`src/rtl/faller_if.sv`:
```
// Falling-object bus between faller and the stacker/game controller; the master modport belongs to faller.
// There is no backpressure. start is a level input, collision is a pulse, and every output is a registered level.
interface faller_if;
    logic       start;
    logic       collision;
    logic [9:0] fall_x;
    logic [9:0] fall_y;
    logic [1:0] fall_color;
    logic       active;
    logic [7:0] caught_count;
    logic [1:0] lives;
    logic       game_over;

    modport master (
        input  start, collision,
        output fall_x, fall_y, fall_color, active, caught_count, lives, game_over
    );

    modport slave (
        output start, collision,
        input  fall_x, fall_y, fall_color, active, caught_count, lives, game_over
    );
endinterface

```
`src/rtl/faller.sv`:
```
// Spawns and drops the falling object, counts catches and lives. A catch shows active low on the next cycle and a new object 2 cycles later.
// There is no backpressure: collision is sampled only in FALL and start only in IDLE/OVER; all outputs are registered.
module faller #(
    parameter int X_MAX         = 620,
    parameter int FLOOR_Y       = 460,
    parameter int DIV_WIDTH     = 18,
    parameter int LIVES         = 3,
    parameter int MAX_STEP      = 4,
    parameter int SPEEDUP_EVERY = 5
) (
    input logic      clk,
    input logic      rst,
    faller_if.master fall_bus
);
    typedef enum logic [2:0] {S_IDLE, S_SPAWN, S_FALL, S_CAUGHT, S_MISSED, S_OVER} state_t;

    localparam logic [9:0]  X_LIM      = 10'(X_MAX);
    localparam logic [9:0]  X_WRAP     = 10'(X_MAX + 1);
    localparam logic [10:0] FLOOR11    = 11'(FLOOR_Y);
    localparam logic [9:0]  FLOOR10    = 10'(FLOOR_Y);
    localparam logic [2:0]  STEP_MAX   = 3'(MAX_STEP);
    localparam logic [7:0]  CATCH_N    = 8'(SPEEDUP_EVERY);
    localparam logic [1:0]  LIVES_INIT = 2'(LIVES);

    state_t               r_state;
    logic [15:0]          r_lfsr;
    logic [DIV_WIDTH-1:0] r_div;
    logic [9:0]           r_fall_x;
    logic [9:0]           r_fall_y;
    logic [1:0]           r_fall_color;
    logic                 r_active;
    logic [7:0]           r_caught;
    logic [1:0]           r_lives;
    logic                 r_game_over;
    logic [2:0]           r_step;
    logic [7:0]           r_catch_mod;

    logic                 w_lfsr_fb;
    logic [9:0]           w_rand;
    logic [9:0]           w_spawn_x;
    logic [1:0]           w_spawn_color;
    logic                 w_tick;
    logic [10:0]          w_y_next;
    logic [7:0]           w_catch_mod_inc;

    assign w_lfsr_fb       = r_lfsr[15] ^ r_lfsr[13] ^ r_lfsr[12] ^ r_lfsr[10];
    assign w_rand          = r_lfsr[9:0];
    // X_MAX >= 511 means that a single subtraction always folds an out-of-range value back into 0..X_MAX.
    assign w_spawn_x       = (w_rand <= X_LIM) ? w_rand : (w_rand - X_WRAP);
    assign w_spawn_color   = (r_lfsr[11:10] == 2'b00) ? 2'b01 : r_lfsr[11:10];
    assign w_tick          = (r_div == '0);
    assign w_y_next        = {1'b0, r_fall_y} + {8'b0, r_step};
    assign w_catch_mod_inc = r_catch_mod + 8'd1;

    always_ff @(posedge clk or negedge rst) begin
        if (!rst) begin
            r_state      <= S_IDLE;
            r_lfsr       <= 16'hACE1;
            r_div        <= '0;
            r_fall_x     <= 10'd0;
            r_fall_y     <= 10'd0;
            r_fall_color <= 2'b01;
            r_active     <= 1'b0;
            r_caught     <= 8'd0;
            r_lives      <= LIVES_INIT;
            r_game_over  <= 1'b0;
            r_step       <= 3'd1;
            r_catch_mod  <= 8'd0;
        end else begin
            r_lfsr <= {r_lfsr[14:0], w_lfsr_fb};
            r_div  <= r_div + 1'b1;
            case (r_state)
                S_IDLE, S_OVER: begin
                    if (fall_bus.start) begin
                        r_state     <= S_SPAWN;
                        r_lives     <= LIVES_INIT;
                        r_caught    <= 8'd0;
                        r_step      <= 3'd1;
                        r_catch_mod <= 8'd0;
                        r_game_over <= 1'b0;
                    end
                end
                S_SPAWN: begin
                    r_fall_x     <= w_spawn_x;
                    r_fall_y     <= 10'd0;
                    r_fall_color <= w_spawn_color;
                    r_active     <= 1'b1;
                    r_state      <= S_FALL;
                end
                S_FALL: begin
                    // If a catch and a floor-reaching tick land on the same cycle, the catch takes priority.
                    if (fall_bus.collision) begin
                        r_active <= 1'b0;
                        r_state  <= S_CAUGHT;
                    end else if (w_tick) begin
                        if (w_y_next >= FLOOR11) begin
                            r_fall_y <= FLOOR10;
                            r_active <= 1'b0;
                            r_state  <= S_MISSED;
                        end else begin
                            r_fall_y <= w_y_next[9:0];
                        end
                    end
                end
                S_CAUGHT: begin
                    if (r_caught != 8'hFF) begin
                        r_caught <= r_caught + 8'd1;
                    end
                    if (w_catch_mod_inc >= CATCH_N) begin
                        r_catch_mod <= 8'd0;
                        if (r_step < STEP_MAX) begin
                            r_step <= r_step + 3'd1;
                        end
                    end else begin
                        r_catch_mod <= w_catch_mod_inc;
                    end
                    r_state <= S_SPAWN;
                end
                S_MISSED: begin
                    r_lives <= r_lives - 2'd1;
                    if (r_lives == 2'd1) begin
                        r_game_over <= 1'b1;
                        r_state     <= S_OVER;
                    end else begin
                        r_state <= S_SPAWN;
                    end
                end
                default: r_state <= S_IDLE;
            endcase
        end
    end

    assign fall_bus.fall_x       = r_fall_x;
    assign fall_bus.fall_y       = r_fall_y;
    assign fall_bus.fall_color   = r_fall_color;
    assign fall_bus.active       = r_active;
    assign fall_bus.caught_count = r_caught;
    assign fall_bus.lives        = r_lives;
    assign fall_bus.game_over    = r_game_over;
endmodule

```
`src/flat_wrapper.sv`:
```
// flat-port wrapper written by rule: the top's interface ports become plain ports
module faller_flat 
#(
    parameter int X_MAX         = 620,
    parameter int FLOOR_Y       = 460,
    parameter int DIV_WIDTH     = 18,
    parameter int LIVES         = 3,
    parameter int MAX_STEP      = 4,
    parameter int SPEEDUP_EVERY = 5
)
  (clk, rst, fall_bus_start, fall_bus_collision, fall_bus_fall_x, fall_bus_fall_y, fall_bus_fall_color, fall_bus_active, fall_bus_caught_count, fall_bus_lives, fall_bus_game_over);
  faller_if fall_bus_i ();
  input logic clk;
  input logic rst;
  input wire logic [$bits(fall_bus_i.start)-1:0] fall_bus_start;
  input wire logic [$bits(fall_bus_i.collision)-1:0] fall_bus_collision;
  output wire logic [$bits(fall_bus_i.fall_x)-1:0] fall_bus_fall_x;
  output wire logic [$bits(fall_bus_i.fall_y)-1:0] fall_bus_fall_y;
  output wire logic [$bits(fall_bus_i.fall_color)-1:0] fall_bus_fall_color;
  output wire logic [$bits(fall_bus_i.active)-1:0] fall_bus_active;
  output wire logic [$bits(fall_bus_i.caught_count)-1:0] fall_bus_caught_count;
  output wire logic [$bits(fall_bus_i.lives)-1:0] fall_bus_lives;
  output wire logic [$bits(fall_bus_i.game_over)-1:0] fall_bus_game_over;
  assign fall_bus_i.start = fall_bus_start;
  assign fall_bus_i.collision = fall_bus_collision;
  assign fall_bus_fall_x = fall_bus_i.fall_x;
  assign fall_bus_fall_y = fall_bus_i.fall_y;
  assign fall_bus_fall_color = fall_bus_i.fall_color;
  assign fall_bus_active = fall_bus_i.active;
  assign fall_bus_caught_count = fall_bus_i.caught_count;
  assign fall_bus_lives = fall_bus_i.lives;
  assign fall_bus_game_over = fall_bus_i.game_over;
  faller #(.X_MAX(X_MAX), .FLOOR_Y(FLOOR_Y), .DIV_WIDTH(DIV_WIDTH), .LIVES(LIVES), .MAX_STEP(MAX_STEP), .SPEEDUP_EVERY(SPEEDUP_EVERY)) u_core (.clk(clk), .rst(rst), .fall_bus(fall_bus_i));
endmodule
```
`config.mk`:
```
export PLATFORM = sky130hd
export DESIGN_NAME = faller_flat
export DESIGN_NICKNAME = d
export VERILOG_FILES = /design/src/rtl/faller_if.sv /design/src/rtl/faller.sv /design/src/flat_wrapper.sv
export SDC_FILE = /design/constraint.sdc
export NUM_CORES = 1
export LEC_CHECK = 0
export BUFFER_PORTS_ARGS = -buffer_cell sky130_fd_sc_hd__buf_2
export CORE_MARGIN = 2
export CORE_UTILIZATION = 53
export CTS_CLUSTER_DIAMETER = 60
export DETAILED_ROUTE_END_ITERATION = 6
export PLACE_DENSITY = 0.86
export SLEW_MARGIN = 5
export SYNTH_ARGS = -nofsm -noshare
export SYNTH_HDL_FRONTEND = slang
export SYNTH_SLANG_ARGS = --single-unit
```
`constraint.sdc`:
```
create_clock -name clk -period 2.4 [get_ports clk]
set_input_delay 0.24 -clock clk [delete_from_list [all_inputs] [get_ports clk]]
set_output_delay 0.24 -clock clk [all_outputs]
set_load 0.005 [all_outputs]
```
==> results of run 1 <==
final timing paths:
kind	to	slack [ns]	startpoint	cells after the start
hold / removal	u_core.r_state[0]$_DFFE_PN0P_	0.24	fall_bus_collision	3
hold reg to reg	u_core.r_lfsr[15]$_DFF_PN1_	0.36	u_core.r_lfsr[14]$_DFF_PN0_	0
max in group asynchronous	u_core.fall_bus.fall_color[0]$_DFFE_PN1P_	1.31	rst	3
setup / recovery	u_core.fall_bus.fall_y[8]$_DFFE_PN0P_	-0.14	u_core.r_step[0]$_DFFE_PN1P_	10
min in group asynchronous	u_core.r_catch_mod[4]$_DFFE_PN0P_	0.40	rst	2
setup reg to reg	u_core.fall_bus.fall_y[8]$_DFFE_PN0P_	-0.14	u_core.r_step[0]$_DFFE_PN1P_	10
state kept, by name (all words and copies together), names as in the netlist:
signal                        count
u_core.r_state                    3
u_core.fall_bus.caught_count      8
u_core.fall_bus.fall_y           10
u_core.fall_bus.active            1
u_core.fall_bus.fall_x           10
u_core.fall_bus.game_over         1
u_core.fall_bus.fall_color        2
u_core.r_catch_mod                8
u_core.r_lfsr                    16
u_core.fall_bus.lives             2
u_core.r_div                     18
u_core.r_step                     3
power by group through the flow:
stage	clock network (mW)	logic (mW)	registers, mW
after floorplan	0	0.474	1.58
after global placement	0	0.675	1.61
after detailed placement	0	0.701	1.62
after CTS	0.982	0.729	1.59
after global routing	1.03	0.843	1.60
final	0.961	0.740	1.59
cell usage after synthesis, drive strengths merged (3+ instances only):
master  instances
or2             5
o21bai          4
dfstp          12
xnor2          21
nor2           36
a21o            4
nor3           10
nand3          21
clkbuf          3
a211oi          7
a311oi          3
nand2          49
buf             6
nand4           7
inv            16
o21ai          26
ha             12
nand2b          3
dfrtp          70
and3            5
a21oi          17
xor2           15
nor2b           3
and2            9
or3             3
or4             3
timing repair:
action / in CTS / in global routing
buffers inserted: 6 / 2
endpoints found under the hold margin: 32 / 0
endpoints found under the setup margin: 9 / 10
hold buffers: 1 / 0
resized for setup: 12 / 7
pin swaps: 8 / 8
worst max-delay path, stage by stage, from the launching register on:
cell and delay [ns]:
dfstp_2 0.55, ha_4 0.13, inv_2 0.03, fa_2 0.39
nor2b_4 0.19, o2111ai_2 0.14, a21boi_2 0.23, o311ai_4 0.16
nor2_4 0.23, nor2_1 0.08, a311oi_1 0.29
cell families (layout without fill, tap and decap cells):
logic type | count (synthesis) | after routing
AO/OA/AOI/OAI | 83 | 83
XOR/XNOR | 36 | 36
adder cells (fa/ha/maj) | 13 | 13
buffers and inverters | 26 | 98
flip-flops | 82 | 82
multiplexers | 2 | 2
AND/OR/NAND/NOR | 162 | 162
cell type report:
type / count / area, um^2 / share of cell area [%]
Clock buffer: 12 / 135.1 / 2.757
Clock inverter: 4 / 52.55 / 1.072
Inverter: 17 / 63.81 / 1.302
Multi-Input combinational cell: 296 / 2036 / 41.53
Sequential cell: 82 / 2067 / 42.16
Tap cell: 102 / 127.6 / 2.603
Timing Repair Buffer: 65 / 420.4 / 8.576
routing by layer:
| metal | part of all wire [%] | wire (um) | vias up | global-route usage, % |
|---|---|---|---|---|
| met3 | 4.8 | 423 | 26 | 5.916 |
| li1 | - | - | 1549 | - |
| met5 | 0 | 0 | - | 0 |
| met1 | 42 | 3729 | 1642 | 27.95 |
| met2 | 50 | 4443 | 95 | 36.83 |
| met4 | 2.5 | 224 | 0 | 7.463 |
stage by stage:
stage | hold slack, ns | area (um^2) | setup WS [ns] | util (%)
CTS | 0.2283 | 4858 | -0.1007 | 63.87
global route | 0.2693 | 4902 | -0.2445 | 64.44
global placement | 0.2435 | 4563 | -0.03654 | 59.98
floorplan | -0.05559 | 4136 | -0.001176 | -
finish | 0.2406 | 4902 | -0.1401 | 64.44
detailed placement | 0.2501 | 4563 | -0.1339 | 59.98
==> impl_metrics.toml, run 1 <==
[outcome]
outcome = "finished, violations left"
violations = "setup timing"

[synth]
synth.ff_latch_count = 82
ys_seq_area_share_pct = 50.38
synthArstFlopShare_pct = 100.0
ys_types = 68
avgSynthCellArea_um2 = 10.16
synthAdderAreaFrac_pct = 4.148
synth_compound_area_share_pct = 13.91
ys_warn_count = 0
synth.area.top_cells = "dfrtp_1 43%, dfstp_2 7.7%, xnor2_1 4.5%"
synth-xor-area-share_pct = 7.685
synth_top_flop_cell = "dfrtp_1"
synth_top_family_by_area = "simple AND/OR/NAND/NOR gates"
synth.area.mux_share_pct = 0.7929
synth_nets = 421
synth-simple-area-share_pct = 20.28
synth_edf_count = 0
synth_top_area_share_pct = 42.70
synth_top_cell_by_area = "dfrtp_1"
syn_area_mm2 = 0.004103
synth_cells = 404

[pwr]
vdd_ir_drop_max_mv = 0.4110
combPwrFrac_pct = 22.5
switching_share_pct = 32.09
p_clk_share_pct = 29.2
leakage_nw = 2.206
p_per_area_mw_per_mm2 = 671.3
p_switching_mw = 1.056
power_frac_seq_pct = 48.3
p_total_mw = 3.291
p_int_mw = 2.235

[final_layout]
final_cells = 578
final_common_cell = "dfrtp_1"
layout-drive-gt1-share_pct = 26.68
layout.nets = 488
antennaDiodeCount = 0
final.fill_count = 588
layout_common_cells = "70 x dfrtp_1, 48 x nand2_1, 36 x buf_2"
syn_to_final_growth_pct = 19.49

[clock_tree]
cts_buffer_depth = 2
cts_tree = "done"
cts_buffers = 9
clkTransAtPathRegs_ns = 0.08
clock-sinks = 82
cts_root_buffer = "clkbuf_8"
clk_latency_ns = 0.35
htreeDepth = 3

[timing]
setup_tns_ns = -0.5715
slew_headroom_pct = 60.85
setup_ws_ns = -0.1401
max_freq_mhz = 393.7
finClkSkew_ns = 0.009145
post-route-period-util_pct = 105.8
period_minus_slack_ns = 2.540
hold_viol_final = 0
worst-slew-pin-transition_ns = 0.5827
finalMaxSlewViolations = 0
grt_setup_unrepaired = "true"
setup-violations-final = 8

[routing]
drtAntennaViolNets = 0
vias_per_cell = 5.730
dr.first_iter.drc_count = 284
wl_per_cell_um = 15.26
vias = 3312
drc_errors = 0
dr.pass1.iters = 5
wirelength_um = 8821

[worst_setup_path]
worstPathArrival_ns = 2.78
path_max_fanout = 5
crit_path_end_kind = "register"
worstPathRequired_ns = 2.64
critPathKind = "register to register"
start_kind = "register"

[placement]
port_buffers = 37
dpl.hpwl_um = 5996
place_congestion = 0.8936
place_inst = 554

[global_routing]
grt_pass1_wl_um = 15000
grt_use_total_pct = 22.07
antenna_found_initial = 0
grt_max_degree = 43
grt-ovfl-total = 0
grt_pass1_vias = 3247

[die]
initial_core_util_pct = 53.93
top_level_ports = 38
core-area_mm2 = 0.007607
die_w_um = 91.98
die_h_um = 91.98
rows = 32
die_area_mm2 = 0.008460

[job]
maxCapViolCount = 0

[min_path]
min_path_type = "primary input to register"
Power figures use the tool's default switching activity.
==> inputs of run 2 (changes only) <==
--- a/config.mk
+++ b/config.mk
@@ -9,8 +9,10 @@
 export CORE_MARGIN = 2
 export CORE_UTILIZATION = 53
 export CTS_CLUSTER_DIAMETER = 60
+export CTS_CLUSTER_SIZE = 25
 export DETAILED_ROUTE_END_ITERATION = 6
 export PLACE_DENSITY = 0.86
+export RECOVER_POWER = 25
 export SLEW_MARGIN = 5
 export SYNTH_ARGS = -nofsm -noshare
 export SYNTH_HDL_FRONTEND = slang
==> impl_metrics.toml, run 2 (synthesis results as in run 1) <==
[global_routing]
grt_pass1_wl_um = 15000
grt_pass1_vias = 3247
antenna_found_initial = 0
grt_max_degree = 43
grt-ovfl-total = 0
grt_use_total_pct = 22.07

[routing]
drtAntennaViolNets = 0
drc_errors = 0
dr.pass1.iters = 5
dr.first_iter.drc_count = 276
wl_per_cell_um = 15.20
vias_per_cell = 5.713
vias = 3302
wirelength_um = 8786

[pwr]
p_clk_share_pct = 29.2
power_frac_seq_pct = 48.3
combPwrFrac_pct = 22.4
vdd_ir_drop_max_mv = 0.4108
p_per_area_mw_per_mm2 = 670.5
switching_share_pct = 32.01
p_switching_mw = 1.052
leakage_nw = 2.207
p_int_mw = 2.234

[placement]
port_buffers = 37
dpl.hpwl_um = 5996
dp_slack_ns = -0.1339
placed_area_mm2 = 0.004563
place_inst = 554
place_congestion = 0.8936

[final_layout]
final.fill_count = 589
reg.largest.list = "u_core.r_div x18, u_core.r_lfsr x16"
design_area_mm2 = 0.004900
layout.nets = 488
final_cells = 578
layout-drive-gt1-share_pct = 25.21
syn_to_final_growth_pct = 19.43
layout_common_cells = "70 x dfrtp_1, 48 x nand2_1, 36 x buf_2"
regMostFlops = "u_core.r_div"
final_common_cell = "dfrtp_1"
antennaDiodeCount = 0
post-route-util_pct = 64.41
largest_register_ffs = 18

[worst_setup_path]
path_max_fanout = 5
path_cells = "ha_4 > inv_2 > fa_2 > nor2b_4 > o2111ai_2 > a21boi_2 > o311ai_4 > nor2_4 > nor2_1 > a311oi_1"
start_kind = "register"
slowest_stage = "dfstp_2"
r2r_end = "u_core.fall_bus.fall_y[8]$_DFFE_PN0P_"
cp_slowest_stage_delay_ns = 0.55
critical_path.startpoint = "u_core.r_step[0]$_DFFE_PN1P_"
worstPathRequired_ns = 2.64
r2r_setup_slack_ns = -0.14
reg2reg_depth = 10
r2r-start = "u_core.r_step[0]$_DFFE_PN1P_"
worstPathArrival_ns = 2.78
crit_path_end_kind = "register"
critPathKind = "register to register"
endpoint = "u_core.fall_bus.fall_y[8]$_DFFE_PN0P_"

[min_path]
min_from = "fall_bus_collision"
min_path_type = "primary input to register"

[timing]
period_minus_slack_ns = 2.536
finalMaxSlewViolations = 0
hold_viol_final = 0
slew_headroom_pct = 31.75
finClkSkew_ns = 0.009223
grt_setup_unrepaired = "true"
setup-violations-final = 8
max_freq_mhz = 394.3
post-route-period-util_pct = 105.7
worst-slew-pin-transition_ns = 1.024
setup_tns_ns = -0.5625
setup_ws_ns = -0.1360

[outcome]
outcome = "finished, violations left"
violations = "setup timing"

[die]
die_area_mm2 = 0.008460
initial_core_util_pct = 53.93
rows = 32
core-area_mm2 = 0.007607
die_w_um = 91.98
die_h_um = 91.98
top_level_ports = 38

[clock_tree]
cts_root_buffer = "clkbuf_8"
clock-sinks = 82
cts_tree = "done"
htreeDepth = 3
clkTransAtPathRegs_ns = 0.08
cts_buffer_depth = 2
cts_buffers = 9
clk_latency_ns = 0.35

[job]
maxCapViolCount = 0
## run 2: changes by cell type in the layout (fill, tap and decap cells not counted), sizes merged
cell / before / now
clkbuf: 12 / 13
buf: 64 / 63
## run 2: per-stage QoR
stage          power (mW)  hold WS (ns)
3_5_place_dp        2.318        0.2501
5_1_grt             3.475        0.2693
6_report            3.285        0.2415
4_1_cts             3.298        0.2283
3_3_place_gp        2.283        0.2435
2_1_floorplan       2.055      -0.05559
## run 2: cell type report
| class | count | area, um^2 | area share [%] |
|---|---|---|---|
| clock buffer | 12 | 135.1 | 2.758 |
| clock inverter | 4 | 52.55 | 1.073 |
| inverter | 17 | 63.81 | 1.302 |
| multi-input combinational | 296 | 2036 | 41.55 |
| sequential | 82 | 2067 | 42.19 |
| tap | 102 | 127.6 | 2.605 |
| timing repair buffer | 65 | 417.9 | 8.529 |
## run 2: routing by layer
layer | wire (um) | GRT usage [%]
met2 | 4418 | 36.83
met4 | 227 | 7.463
met1 | 3712 | 27.95
met5 | 0 | 0
met3 | 428 | 5.916
## run 2: what timing repair did
item,4_1_cts,5_1_grt
endpoints found under the hold margin,32,0
buffers inserted,6,2
pin swaps,8,8
resized for setup,12,7
hold buffers,1,0
endpoints found under the setup margin,9,10
## run 2: worst max-delay path, delay by kind of cell, from the launching register on
kind                     cells  cell delay (ns)
AO/OA/AOI/OAI                4             0.82
flip-flops                   1             0.55
adder cells (fa/ha/maj)      2             0.52
AND/OR/NAND/NOR              3             0.50
buffers and inverters        1             0.03
## run 2: worst min-delay path by stage
stage,end,slack [ns],cells past startpoint
after floorplan,u_core.fall_bus.active$_DFFE_PN0P_,-0.06,0
after global placement,u_core.r_catch_mod[4]$_DFFE_PN0P_,0.24,1
after detailed placement,u_core.r_catch_mod[4]$_DFFE_PN0P_,0.25,1
after CTS,u_core.r_state[0]$_DFFE_PN0P_,0.23,3
after global routing,u_core.r_state[0]$_DFFE_PN0P_,0.27,3
final,u_core.r_state[0]$_DFFE_PN0P_,0.24,3
## run 2: power groups by stage
stage	Clock [mW]	Combinational, mW	Sequential, mW
6_report	0.961	0.736	1.59
5_1_grt	1.03	0.843	1.60
4_1_cts	0.982	0.729	1.59
3_5_place_dp	0	0.701	1.62
3_3_place_gp	0	0.675	1.61
2_1_floorplan	0	0.474	1.58
